<file path="src/rtl/gray_to_bin_serial.sv">
// gray_to_bin_serial: bit-serial Gray-to-binary decoder (MSB first) with valid/ready handshakes.
//   clk/rst_n   : clock, asynchronous active-low reset
//   in_valid/in_ready/in_gray    : input word handshake (Gray-coded, W bits)
//   out_valid/out_ready/out_bin  : output word handshake (binary, W bits)
//   busy        : high while decoding
//   step_err    : Gray step violation; built only when GRAY_STEP_CHECK_EN is defined, else tied 0
module gray_to_bin_serial #(
  parameter int W = 4
) (
  input  logic         clk,
  input  logic         rst_n,
  input  logic         in_valid,
  output logic         in_ready,
  input  logic [W-1:0] in_gray,
  output logic         out_valid,
  input  logic         out_ready,
  output logic [W-1:0] out_bin,
  output logic         busy,
  output logic         step_err
);
  localparam int IW = (W > 1) ? $clog2(W) : 1;
  typedef enum logic [1:0] {IDLE, DECODE, DONE} state_t;
  state_t         state_q, state_d;
  logic [W-1:0]   g_q, g_d, work_q, work_d, out_bin_q, out_bin_d;
  logic [IW-1:0]  idx_q, idx_d;
  logic           acc_q, acc_d, accept, bit_v;
  assign in_ready  = (state_q == IDLE) || (state_q == DONE && out_ready);
  assign accept    = in_valid && in_ready;
  assign out_valid = state_q == DONE;
  assign busy      = state_q == DECODE;
  assign out_bin   = out_bin_q;
  assign bit_v     = acc_q ^ g_q[idx_q];
  always_comb begin
    state_d   = state_q;
    g_d       = g_q;
    work_d    = work_q;
    out_bin_d = out_bin_q;
    idx_d     = idx_q;
    acc_d     = acc_q;
    if (accept) begin
      g_d     = in_gray;
      idx_d   = IW'(W - 1);
      acc_d   = 1'b0;
      work_d  = '0;
      state_d = DECODE;
    end else if (state_q == DECODE) begin
      work_d[idx_q] = bit_v;
      acc_d         = bit_v;
      idx_d         = idx_q - IW'(1);
      if (idx_q == '0) begin
        out_bin_d = work_d;
        state_d   = DONE;
      end
    end else if (state_q == DONE && out_ready) begin
      state_d = IDLE;
    end
  end
  always_ff @(posedge clk or negedge rst_n) begin
    if (!rst_n) begin
      state_q   <= IDLE;
      g_q       <= '0;
      work_q    <= '0;
      out_bin_q <= '0;
      idx_q     <= '0;
      acc_q     <= 1'b0;
    end else begin
      state_q   <= state_d;
      g_q       <= g_d;
      work_q    <= work_d;
      out_bin_q <= out_bin_d;
      idx_q     <= idx_d;
      acc_q     <= acc_d;
    end
  end
`ifdef GRAY_STEP_CHECK_EN
  logic [W-1:0] prev_q, diff;
  logic         have_prev_q, pend_q, step_err_q, one_hot;
  // popcount == 1 is exactly "nonzero and a power of two"
  assign diff     = in_gray ^ prev_q;
  assign one_hot  = (diff != '0) && ((diff & (diff - W'(1))) == '0);
  assign step_err = step_err_q;
  always_ff @(posedge clk or negedge rst_n) begin
    if (!rst_n) begin
      prev_q      <= '0;
      have_prev_q <= 1'b0;
      pend_q      <= 1'b0;
      step_err_q  <= 1'b0;
    end else begin
      if (accept) begin
        prev_q      <= in_gray;
        have_prev_q <= 1'b1;
        pend_q      <= have_prev_q && !one_hot;
      end
      if (state_q == DECODE && idx_q == '0) step_err_q <= pend_q;
    end
  end
`else
  assign step_err = 1'b0;
`endif
endmodule
</file>
<file path="config.mk">
export PLATFORM = sky130hd
export DESIGN_NAME = gray_to_bin_serial
export DESIGN_NICKNAME = d
export VERILOG_FILES = /design/src/rtl/gray_to_bin_serial.sv
export SDC_FILE = /design/constraint.sdc
export NUM_CORES = 1
export LEC_CHECK = 0
export ABC_CLOCK_PERIOD_IN_PS = 1900
export BUFFER_PORTS_ARGS = -buffer_cell sky130_fd_sc_hd__buf_4
export CAP_MARGIN = 20
export CORE_AREA = 2 2 54 66
export CTS_CLUSTER_DIAMETER = 40
export CTS_CLUSTER_SIZE = 12
export DETAILED_ROUTE_END_ITERATION = 8
export DIE_AREA = 0 0 56 68
export GPL_TIMING_DRIVEN = 0
export HOLD_SLACK_MARGIN = 0.12
export SLEW_MARGIN = 15
export SYNTH_ARGS = -nofsm -noshare
export SYNTH_HDL_FRONTEND = slang
export SYNTH_SLANG_ARGS = --single-unit
</file>
<file path="constraint.sdc">
create_clock -name clk -period 1.9 [get_ports clk]
set_clock_uncertainty 0.15 [all_clocks]
set_input_delay 0.095 -clock clk [delete_from_list [all_inputs] [get_ports clk]]
set_output_delay 0.095 -clock clk [all_outputs]
set_load 0.005 [all_outputs]
</file>
==> load_flow_metrics.sql, run 1 <==
INSERT INTO impl_metrics (metric_group, metric, value, unit) VALUES
('floorplan', 'design.portCount', '16', ''),
('sta', 'worst_slew_pin_slew', '746', 'ps'),
('critical_path', 'slowest_delay', '590', 'ps'),
('critical_path', 'worst_setup_end_kind', 'flop', ''),
('cts', 'tritoncts', 'built', ''),
('final_layout', 'post_layout_nonfiller_instances', '135', ''),
('sta', 'setup_viol', '0', ''),
('critical_path', 'timing.critical_path.fanout_max', '5', ''),
('floorplan', 'height_of_the_chip', '68', 'um'),
('critical_path', 'critical_path.slowest_cell', 'sky130_fd_sc_hd__mux4_2', ''),
('power', 'ir_drop', '0.640', 'mV'),
('grt', 'grt_max_degree', '17', ''),
('cts', 'cts_root_buffer', 'sky130_fd_sc_hd__clkbuf_8', ''),
('place', 'gp_congestion', '0.693', ''),
('yosys', 'synth_top_cells_by_area', 'sky130_fd_sc_hd__dfrtp_1 51%, sky130_fd_sc_hd__ha_1 6.4%, sky130_fd_sc_hd__mux2_2 5.8%, sky130_fd_sc_hd__nor2_1 3.8%, sky130_fd_sc_hd__a22o_1 3.4%', ''),
('final_layout', 'nFillCells', '340', ''),
('yosys', 'seq_area_frac_synth', '51.2', '%'),
('critical_path', 'worstRegToRegCells', '4', ''),
('routing', 'route.final.wire_length', '1.50', 'mm'),
('critical_path', 'worst_setup_path_start_kind', 'flop', ''),
('cts', 'cts_post_setup_buffers_inserted', '0', ''),
('yosys', 'avgSynthCellArea', '10.9', 'sq um'),
('power', 'total_leakage_power', '0.522', 'nW'),
('floorplan', 'placement_rows', '23', ''),
('min_path', 'worstHoldPathCells', '2', ''),
('floorplan', 'core-area', '3220', 'sq um'),
('yosys', 'synth_cell_types', '23', ''),
('routing', 'avgViaCountPerCell', '4.48', ''),
('cts', 'clock_pin_slew_on_the_worst_setup_and_hold_paths', '60', 'ps'),
('floorplan', 'initial_cell_density_of_the_core', '24.3', '%'),
('critical_path', 'worst-path-buf-inv', '0', ''),
('floorplan', 'width_of_the_chip', '56', 'um'),
('cts', 'clock_tree.buffer_depth', '2', ''),
('routing', 'post-route-drc-count', '0', ''),
('critical_path', 'critical_path.cell_chain', 'mux4_2 > xnor2_4 > nor2_2 > a22o_1', ''),
('grt', 'antenna_violations_before_repair', '0', ''),
('critical_path', 'critical_path.reg2reg.endpoint', 'work_q[1]$_DFFE_PN0P_', ''),
('yosys', 'synth_largest_area_cell', 'sky130_fd_sc_hd__dfrtp_1', ''),
('final_layout', 'areaGrowthSynthToFinish', '38.2', '%'),
('sta', 'finalCriticalPeriod', '1770', 'ps'),
('yosys', 'ys_ff_latch', '16', ''),
('cts', 'cts_made_buffers', '3', ''),
('final_layout', 'layout-drive-gt1-share', '28.6', '%'),
('sta', 'timing.max_slew.rel_slack', '50.1', '%'),
('routing', 'detailedRoute.firstIterationViolations', '8', ''),
('sta', 'finalHoldViolCount', '0', ''),
('critical_path', 'worst_ep_arrival_time', '1760', 'ps'),
('sta', 'clock.fmax', '565', 'MHz'),
('routing', 'detail-route-antenna-nets', '0', ''),
('critical_path', 'regToRegStartpoint', 'idx_q[0]$_DFFE_PN0P_', ''),
('outcome', 'outcome', 'finished, final reports clean', ''),
('yosys', 'synth.net_count', '84', ''),
('place', 'io_port_bufs', '14', ''),
('final_layout', 'num_antenna_cells', '0', ''),
('routing', 'route.detailed.wl_per_inst', '11.1', 'um'),
('yosys', 'syn_area', '782', 'sq um'),
('critical_path', 'critPathTopFamily', 'multiplexers', ''),
('routing', 'first_pass_iters', '4', ''),
('routing', 'via_count', '605', ''),
('final_layout', 'post-route-util', '33.5', '%'),
('cts', 'clock-sinks', '16', ''),
('power', 'fin_total_pwr', '1.78', 'mW'),
('floorplan', 'fp.dieArea', '3810', 'sq um'),
('min_path', 'worst_hold_startpoint', 'out_bin[0]$_DFFE_PN0P_', ''),
('flow_run', 'cap_viol_max_count', '0', ''),
('critical_path', 'worst_ep_required_time', '1890', 'ps'),
('yosys', 'synth_largest_type_area_fraction', '51.2', '%'),
('sta', 'total_negative_slack_for_setup_checks', '0', 'ps'),
('min_path', 'holdCritPathClass', 'reg -> reg', ''),
('yosys', 'syn_inst', '72', ''),
('sta', 'unrepaired_setup_endpoints_after_global_routing', 'false', '');
## where the power goes
part	switching, mW	leakage [nW]	total, mW	internal, mW
Combinational	0.408	0.298	0.860	0.452
Sequential	0.123	0.195	0.623	0.501
Clock	0.114	0.0288	0.298	0.184
Total	0.645	0.522	1.78	1.14
## area by class of cell
type | count | area (sq um) | area share, %
sequential | 16 | 402 | 37.2
timing repair buffer | 22 | 185 | 17.1
inverter | 5 | 18.8 | 1.74
clock buffer | 4 | 55.1 | 5.09
buffer | 2 | 12.5 | 1.16
tap | 37 | 46.3 | 4.28
multi-input combinational | 49 | 362 | 33.4
## worst reg2reg max path, stage by stage (launching register included)
cell and delay [ps]:
sky130_fd_sc_hd__dfrtp_2 410, sky130_fd_sc_hd__mux4_2 590, sky130_fd_sc_hd__xnor2_4 220, sky130_fd_sc_hd__nor2_2 70, sky130_fd_sc_hd__a22o_1 230
## cells in the mapped netlist
master and count:
sky130_fd_sc_hd__o31ai_1 1, sky130_fd_sc_hd__a31oi_1 1, sky130_fd_sc_hd__nand2b_1 2, sky130_fd_sc_hd__nand2_1 6
sky130_fd_sc_hd__a211oi_1 3, sky130_fd_sc_hd__mux2_2 4, sky130_fd_sc_hd__a21o_1 3, sky130_fd_sc_hd__inv_1 5
sky130_fd_sc_hd__o21ai_0 5, sky130_fd_sc_hd__ha_1 4, sky130_fd_sc_hd__nor2_2 1, sky130_fd_sc_hd__buf_4 1
sky130_fd_sc_hd__mux4_2 1, sky130_fd_sc_hd__a22o_1 3, sky130_fd_sc_hd__o211ai_1 1, sky130_fd_sc_hd__dfrtp_1 16
sky130_fd_sc_hd__xnor2_2 1, sky130_fd_sc_hd__nor2b_1 2, sky130_fd_sc_hd__buf_2 1, sky130_fd_sc_hd__or2_1 1
sky130_fd_sc_hd__a21oi_1 1, sky130_fd_sc_hd__nor2_1 8, sky130_fd_sc_hd__conb_1 1
## metal layers
layer,vias up,track usage (%),wire length [um]
met3,5,2.27,59
li1,298,-,-
met5,-,0,0
met4,0,6.25,42
met1,291,9.47,608
met2,11,16.5,784
## placed cells by master, fill, tap and decap left out, drive strengths merged, types with 2 or more instances in the layout
cell type	synthesis	layout
buf	2	16
dfrtp	16	16
nor2	9	9
dlygate4sd3	0	8
nand2	6	6
inv	5	5
o21ai	5	5
mux2	4	4
ha	4	4
clkbuf	0	4
a22o	3	3
a211oi	3	3
a21o	3	3
nor2b	2	2
nand2b	2	2
## state kept, by name, indices dropped and copies added, names as in the netlist
name	count
acc_q	1
g_q	4
idx_q	2
out_bin	4
state_q	2
work_q	3
## logic make-up (layout without fill, tap and decap cells)
kind of cell / Yosys count / count (layout) / synth area share, %
and+or+nand+nor: 20 / 20 / 11.5
AOI/OAI and AO/OA: 18 / 18 / 15.7
xor gates and xnor gates: 1 / 1 / 2.08
buffers and inverters: 7 / 33 / 4.00
other: 1 / 1 / 0.480
muxes: 5 / 5 / 8.64
adders and majority gates: 4 / 4 / 6.40
DFF: 16 / 16 / 51.2
## repair_timing
action,in CTS,in global routing
resized for setup,0,2
hold buffers,8,0
endpoints found under the setup margin,0,4
hold endpoints to repair,22,0
## worst max-delay path by stage
| stage | start | endpoint | slack [ps] | depth (start not counted) |
|---|---|---|---|---|
| final | idx_q[0]$_DFFE_PN0P_ | work_q[1]$_DFFE_PN0P_ | 130 | 4 |
| after global routing | idx_q[0]$_DFFE_PN0P_ | out_bin[1]$_DFFE_PN0P_ | 30 | 4 |
| after CTS | idx_q[0]$_DFFE_PN0P_ | work_q[1]$_DFFE_PN0P_ | 20 | 4 |
| after detailed placement | idx_q[0]$_DFFE_PN0P_ | work_q[1]$_DFFE_PN0P_ | 30 | 4 |
| after global placement | idx_q[0]$_DFFE_PN0P_ | work_q[1]$_DFFE_PN0P_ | 60 | 4 |
| after floorplan | idx_q[0]$_DFFE_PN0P_ | work_q[1]$_DFFE_PN0P_ | 170 | 4 |
## metrics by stage
| step | hold slack, ps | cell area, sq um | setup slack [ps] |
|---|---|---|---|
| 2_1_floorplan | -351 | 782 | 166 |
| 3_3_place_gp | -187 | 933 | 56.3 |
| 3_5_place_dp | -180 | 933 | 25.8 |
| 4_1_cts | 334 | 1070 | 24.9 |
| 5_1_grt | 362 | 1080 | 31.8 |
| 6_report | 327 | 1080 | 132 |
Note: power is estimated with default switching activity, not from simulation.
==> inputs of run 2 (changes only) <==
- CORE_AREA: 2 2 54 66 -> 2 2 58 60
- DIE_AREA: 0 0 56 68 -> 0 0 60 62
==> load_flow_metrics.sql, run 2 (synthesis results as in run 1) <==
INSERT INTO impl_metrics (metric_group, metric, value, unit) VALUES
('sta', 'finalHoldViolCount', '0', ''),
('sta', 'timing.max_slew.rel_slack', '52.6', '%'),
('place', 'placed_cell_area', '945', 'sq um'),
('sta', 'worst_slew_pin_slew', '709', 'ps'),
('floorplan', 'design.portCount', '16', ''),
('floorplan', 'placement_rows', '21', ''),
('place', 'io_port_bufs', '14', ''),
('grt', 'grt_pass1_wl', '2.53', 'mm'),
('grt', 'grt-ovfl-total', '0', ''),
('power', 'total_leakage_power', '0.513', 'nW'),
('final_layout', 'design_area', '1060', 'sq um'),
('sta', 'setup_viol', '0', ''),
('routing', 'avgViaCountPerCell', '4.11', ''),
('cts', 'clock-sinks', '16', ''),
('critical_path', 'crit_type', 'reg -> reg', ''),
('sta', 'clock.fmax', '554', 'MHz'),
('critical_path', 'critical_path.slowest_cell', 'sky130_fd_sc_hd__mux4_2', ''),
('routing', 'post-route-drc-count', '0', ''),
('sta', 'post-route-period-util', '95.0', '%'),
('final_layout', 'layout.cells.most_common_list', '15 x sky130_fd_sc_hd__buf_4, 15 x sky130_fd_sc_hd__dfrtp_1, 8 x sky130_fd_sc_hd__nor2_1, 8 x sky130_fd_sc_hd__dlygate4sd3_1, 6 x sky130_fd_sc_hd__nand2_1', ''),
('cts', 'tritoncts', 'built', ''),
('cts', 'clock_pin_slew_on_the_worst_setup_and_hold_paths', '90', 'ps'),
('outcome', 'outcome', 'finished, final reports clean', ''),
('cts', 'worst_skew_pair.late_latency', '290', 'ps'),
('final_layout', 'final_nets', '111', ''),
('routing', 'detailedRoute.firstIterationViolations', '4', ''),
('routing', 'route.final.wire_length', '1.42', 'mm'),
('cts', 'clock_tree.htree_level_count', '1', ''),
('final_layout', 'num_antenna_cells', '0', ''),
('critical_path', 'worst_setup_path_start_kind', 'flop', ''),
('critical_path', 'worst_setup_end_kind', 'flop', ''),
('final_layout', 'layout-drive-gt1-share', '28.6', '%'),
('power', 'ir_drop', '0.705', 'mV'),
('routing', 'first_pass_iters', '4', ''),
('routing', 'detail-route-antenna-nets', '0', ''),
('min_path', 'holdCritPathClass', 'reg -> reg', ''),
('power', 'cellPowerDensity', '1550', 'nW/um^2'),
('cts', 'cts_post_setup_buffers_inserted', '0', ''),
('final_layout', 'areaGrowthSynthToFinish', '35.8', '%'),
('power', 'fin_total_pwr', '1.64', 'mW'),
('floorplan', 'initial_cell_density_of_the_core', '24.6', '%'),
('critical_path', 'critical_path.cell_chain', 'mux4_2 > xnor2_2 > nor2_2 > a22o_1', ''),
('floorplan', 'height_of_the_chip', '62', 'um'),
('critical_path', 'rrSetupSlack', '100', 'ps'),
('place', 'gp_congestion', '0.698', ''),
('floorplan', 'core-area', '3180', 'sq um'),
('sta', 'unrepaired_setup_endpoints_after_global_routing', 'false', ''),
('routing', 'route.detailed.wl_per_inst', '9.83', 'um'),
('sta', 'worst_slack', '95.3', 'ps'),
('cts', 'cts_root_buffer', 'sky130_fd_sc_hd__clkbuf_4', ''),
('sta', 'total_negative_slack_for_setup_checks', '0', 'ps'),
('sta', 'slew_violations', '0', ''),
('critical_path', 'timing.critical_path.fanout_max', '5', ''),
('grt', 'globalRouteTotalUtil', '9.75', '%'),
('place', 'dp_hpwl', '1.04', 'mm'),
('floorplan', 'width_of_the_chip', '60', 'um'),
('critical_path', 'worst_ep_required_time', '1940', 'ps'),
('sta', 'finalHoldWorstSlack', '329', 'ps'),
('grt', 'antenna_violations_before_repair', '0', ''),
('cts', 'clock_tree.buffer_depth', '2', ''),
('critical_path', 'slowest_delay', '560', 'ps'),
('routing', 'via_count', '592', ''),
('sta', 'finalCriticalPeriod', '1800', 'ps'),
('grt', 'via_count_of_the_first_global_routing_pass', '575', ''),
('flow_run', 'cap_viol_max_count', '0', ''),
('grt', 'grt_max_degree', '17', ''),
('cts', 'cts_made_buffers', '3', ''),
('critical_path', 'worst_ep_arrival_time', '1840', 'ps'),
('floorplan', 'fp.dieArea', '3720', 'sq um'),
('place', 'worst_slack_after_detailed_placement', '47.0', 'ps');
run 2: cell counts in the layout (fill, tap and decap cells not counted):
Identical to the previous run, type by type.
run 2: final timing paths:
path	from	end	cells past startpoint
max	idx_q[0]$_DFFE_PN0P_	work_q[1]$_DFFE_PN0P_	4
min	out_bin[0]$_DFFE_PN0P_	out_bin[0]$_DFFE_PN0P_	2
max reg2reg	idx_q[0]$_DFFE_PN0P_	work_q[1]$_DFFE_PN0P_	4
min reg2reg	out_bin[0]$_DFFE_PN0P_	out_bin[0]$_DFFE_PN0P_	2
max in group asynchronous	rst_n	idx_q[0]$_DFFE_PN0P_	3
min in group asynchronous	rst_n	g_q[3]$_DFFE_PN0N_	3
run 2: timing repair:
item                                    CTS  global route
endpoints found under the hold margin    24             0
hold buffers                              8             0
endpoints found under the setup margin    0             6
resized for setup                         0             1
run 2: critical path: cells and delay by family, from the launching register on:
family | cells | cell delay, ps
mux | 1 | 560
flops | 1 | 420
xor+xnor | 1 | 250
compound gates | 1 | 230
simple gates | 1 | 80
run 2: layer usage:
layer | global-route usage, % | up-vias | wire [um]
met5 | 0 | - | 0
met4 | 4.76 | 0 | 32
met3 | 4.76 | 4 | 113
met2 | 14.6 | 23 | 587
met1 | 11.7 | 268 | 681
li1 | - | 297 | -
run 2: stage by stage:
stage          cells  utilization [%]
2_1_floorplan     72                -
3_3_place_gp     132             29.7
3_5_place_dp     132             29.7
4_1_cts          144             33.4
5_1_grt          144             33.4
6_report         144             33.4
run 2: power breakdown:
part | switching, mW | internal [mW]
Sequential | 0.114 | 0.499
Clock | 0.108 | 0.117
Combinational | 0.389 | 0.417
Total | 0.611 | 1.03
run 2: area by class of cell:
cell class | count | area, sq um
multi-input cells | 49 | 350
repair buffers | 22 | 185
flip-flops and latches | 16 | 402
well taps | 46 | 57.6
plain buffers | 2 | 12.5
inverters | 5 | 18.8
clock buffers | 4 | 36.3
fillers | 333 | 2120
==> inputs of run 3 (changes only) <==
- ABC_CLOCK_PERIOD_IN_PS: 1900 -> 1500
- clock period: 1.9 -> 1.5 ns (I/O delays scaled with it)
==> load_flow_metrics.sql, run 3 (synthesis results as in run 1) <==
INSERT INTO impl_metrics (metric_group, metric, value, unit) VALUES
('power', 'internal_power', '1.36', 'mW'),
('power', 'total_leakage_power', '0.516', 'nW'),
('final_layout', 'nFillCells', '328', ''),
('floorplan', 'core-area', '3180', 'sq um'),
('place', 'gp_congestion', '0.679', ''),
('routing', 'route.detailed.wl_per_inst', '9.76', 'um'),
('final_layout', 'multi_input_area', '387', 'sq um'),
('cts', 'cts_made_buffers', '3', ''),
('critical_path', 'critical_path.cell_chain', 'mux4_2 > xnor2_4 > nor2_4 > a22o_1', ''),
('sta', 'finalHoldViolCount', '0', ''),
('floorplan', 'fp.dieArea', '3720', 'sq um'),
('final_layout', 'layout.cells.most_common_list', '17 x sky130_fd_sc_hd__buf_4, 15 x sky130_fd_sc_hd__dfrtp_1, 8 x sky130_fd_sc_hd__dlygate4sd3_1', ''),
('outcome', 'failed_checks', 'setup timing', ''),
('grt', 'grt_pass1_wl', '2.51', 'mm'),
('place', 'placed_cell_area', '945', 'sq um'),
('min_path', 'worstHoldPathCells', '4', ''),
('power', 'clockPowerShare', '9.7', '%'),
('sta', 'worst_slack', '-232', 'ps'),
('sta', 'total_negative_slack_for_setup_checks', '-1500', 'ps'),
('cts', 'clock_pin_slew_on_the_worst_setup_and_hold_paths', '80', 'ps'),
('place', 'io_port_bufs', '14', ''),
('sta', 'setup_viol', '8', ''),
('final_layout', 'post_layout_nonfiller_instances', '144', ''),
('power', 'swShare', '38.3', '%'),
('grt', 'via_count_of_the_first_global_routing_pass', '584', ''),
('critical_path', 'worstRegToRegCells', '4', ''),
('floorplan', 'height_of_the_chip', '62', 'um'),
('critical_path', 'worst_setup_path_start_kind', 'flop', ''),
('power', 'ir_drop', '0.814', 'mV'),
('min_path', 'holdCritPathClass', 'in -> reg', ''),
('final_layout', 'layout.cells.most_common', 'sky130_fd_sc_hd__buf_4', ''),
('final_layout', 'layout.area.seq', '402', 'sq um'),
('flow_run', 'cap_viol_max_count', '0', ''),
('sta', 'finalHoldWorstSlack', '112', 'ps'),
('grt', 'grt_max_degree', '17', ''),
('routing', 'post-route-drc-count', '0', ''),
('routing', 'first_pass_iters', '4', ''),
('cts', 'cts_root_buffer', 'sky130_fd_sc_hd__clkbuf_4', ''),
('power', 'power.switching', '0.840', 'mW'),
('final_layout', 'num_antenna_cells', '0', ''),
('routing', 'route.final.wire_length', '1.41', 'mm'),
('final_layout', 'final_nets', '112', ''),
('routing', 'via_count', '581', ''),
('power', 'fin_total_pwr', '2.20', 'mW'),
('grt', 'globalRouteTotalUtil', '9.11', '%'),
('final_layout', 'design_area', '1100', 'sq um'),
('sta', 'unrepaired_setup_endpoints_after_global_routing', 'true', ''),
('sta', 'post-route-period-util', '115', '%'),
('routing', 'detailedRoute.firstIterationViolations', '11', ''),
('critical_path', 'crit_type', 'reg -> reg', ''),
('critical_path', 'worst_ep_required_time', '1520', 'ps'),
('grt', 'grt-ovfl-total', '0', ''),
('cts', 'clock-sinks', '16', ''),
('critical_path', 'slowest_delay', '580', 'ps'),
('sta', 'clock.fmax', '578', 'MHz'),
('floorplan', 'width_of_the_chip', '60', 'um'),
('floorplan', 'placement_rows', '21', ''),
('cts', 'tritoncts', 'built', ''),
('cts', 'clock_tree.buffer_depth', '2', ''),
('critical_path', 'worst_ep_arrival_time', '1750', 'ps'),
('grt', 'antenna_violations_before_repair', '0', ''),
('sta', 'slew_violations', '0', ''),
('sta', 'finalCriticalPeriod', '1730', 'ps'),
('cts', 'worst_skew_pair.late_latency', '270', 'ps'),
('place', 'dp_hpwl', '1.06', 'mm'),
('final_layout', 'layout-drive-gt1-share', '34.7', '%'),
('floorplan', 'design.portCount', '16', ''),
('critical_path', 'worst_setup_end_kind', 'flop', ''),
('routing', 'detail-route-antenna-nets', '0', ''),
('final_layout', 'areaGrowthSynthToFinish', '40.3', '%'),
('power', 'share_of_power_burned_in_registers', '35.8', '%'),
('outcome', 'outcome', 'finished, violations left', ''),
('floorplan', 'initial_cell_density_of_the_core', '24.6', '%'),
('critical_path', 'timing.critical_path.fanout_max', '5', ''),
('power', 'p_comb_share', '54.6', '%'),
('cts', 'clock_tree.htree_level_count', '1', ''),
('place', 'placedCellCount', '132', ''),
('power', 'cellPowerDensity', '2000', 'nW/um^2'),
('routing', 'avgViaCountPerCell', '4.03', ''),
('critical_path', 'critical_path.slowest_cell', 'sky130_fd_sc_hd__mux4_2', '');
-- run 3: worst max-delay path: cells and delay by family, from the launching register on --
family	cells	cell delay, ps
DFF	1	380
AOI/OAI and AO/OA	1	210
muxes	1	580
and+or+nand+nor	1	60
xor gates and xnor gates	1	250
-- run 3: path summary, 6_finish.rpt --
check | slack [ps] | to | start
worst max-delay path | -230 | work_q[3]$_DFFE_PN0P_ | idx_q[0]$_DFFE_PN0P_
worst min-delay path | 110 | acc_q$_DFFE_PN0P_ | in_valid
worst max register to register | -230 | work_q[3]$_DFFE_PN0P_ | idx_q[0]$_DFFE_PN0P_
worst min register to register | 330 | out_bin[3]$_DFFE_PN0P_ | out_bin[3]$_DFFE_PN0P_
max in group asynchronous | 430 | idx_q[0]$_DFFE_PN0P_ | rst_n
min in group asynchronous | 570 | state_q[0]$_DFFE_PN0P_ | rst_n
-- run 3: timing repair --
item | CTS | global route
gates resized for setup | 4 | 9
hold endpoints to repair | 24 | 17
hold buffers | 7 | 2
endpoints found under the setup margin | 13 | 30
pin swaps | 5 | 4
setup buffers | 1 | 0
-- run 3: power groups by stage --
| stage | Combinational [mW] | Sequential [mW] | Clock [mW] |
|---|---|---|---|
| final | 1.20 | 0.785 | 0.212 |
| after global routing | 1.36 | 0.813 | 0.244 |
| after CTS | 1.15 | 0.781 | 0.228 |
| after detailed placement | 1.03 | 0.792 | 0 |
| after global placement | 1.00 | 0.782 | 0 |
| after floorplan | 0.742 | 0.757 | 0 |
-- run 3: through the flow --
step / util [%] / setup slack, ps
6_report: 34.5 / -232
3_5_place_dp: 29.7 / -408
4_1_cts: 33.3 / -282
3_3_place_gp: 29.7 / -375
2_1_floorplan: - / -233
5_1_grt: 34.5 / -326
-- run 3: cell type report --
| cell class | instances | share of cell area, % |
|---|---|---|
| timing repair buffer | 23 | 17.6 |
| multi-input combinational | 49 | 35.2 |
| tap | 46 | 5.25 |
| buffer | 2 | 1.37 |
| inverter | 5 | 1.94 |
| clock buffer | 3 | 2.05 |
| sequential | 16 | 36.6 |
-- run 3: layer usage --
| metal | GRT usage, % | part of all wire [%] | up-vias |
|---|---|---|---|
| met5 | 0 | 0 | - |
| met4 | 2.86 | 0.71 | 0 |
| met3 | 3.31 | 4.1 | 2 |
| met2 | 16.0 | 52 | 12 |
| met1 | 10.4 | 43 | 265 |
| li1 | - | - | 302 |
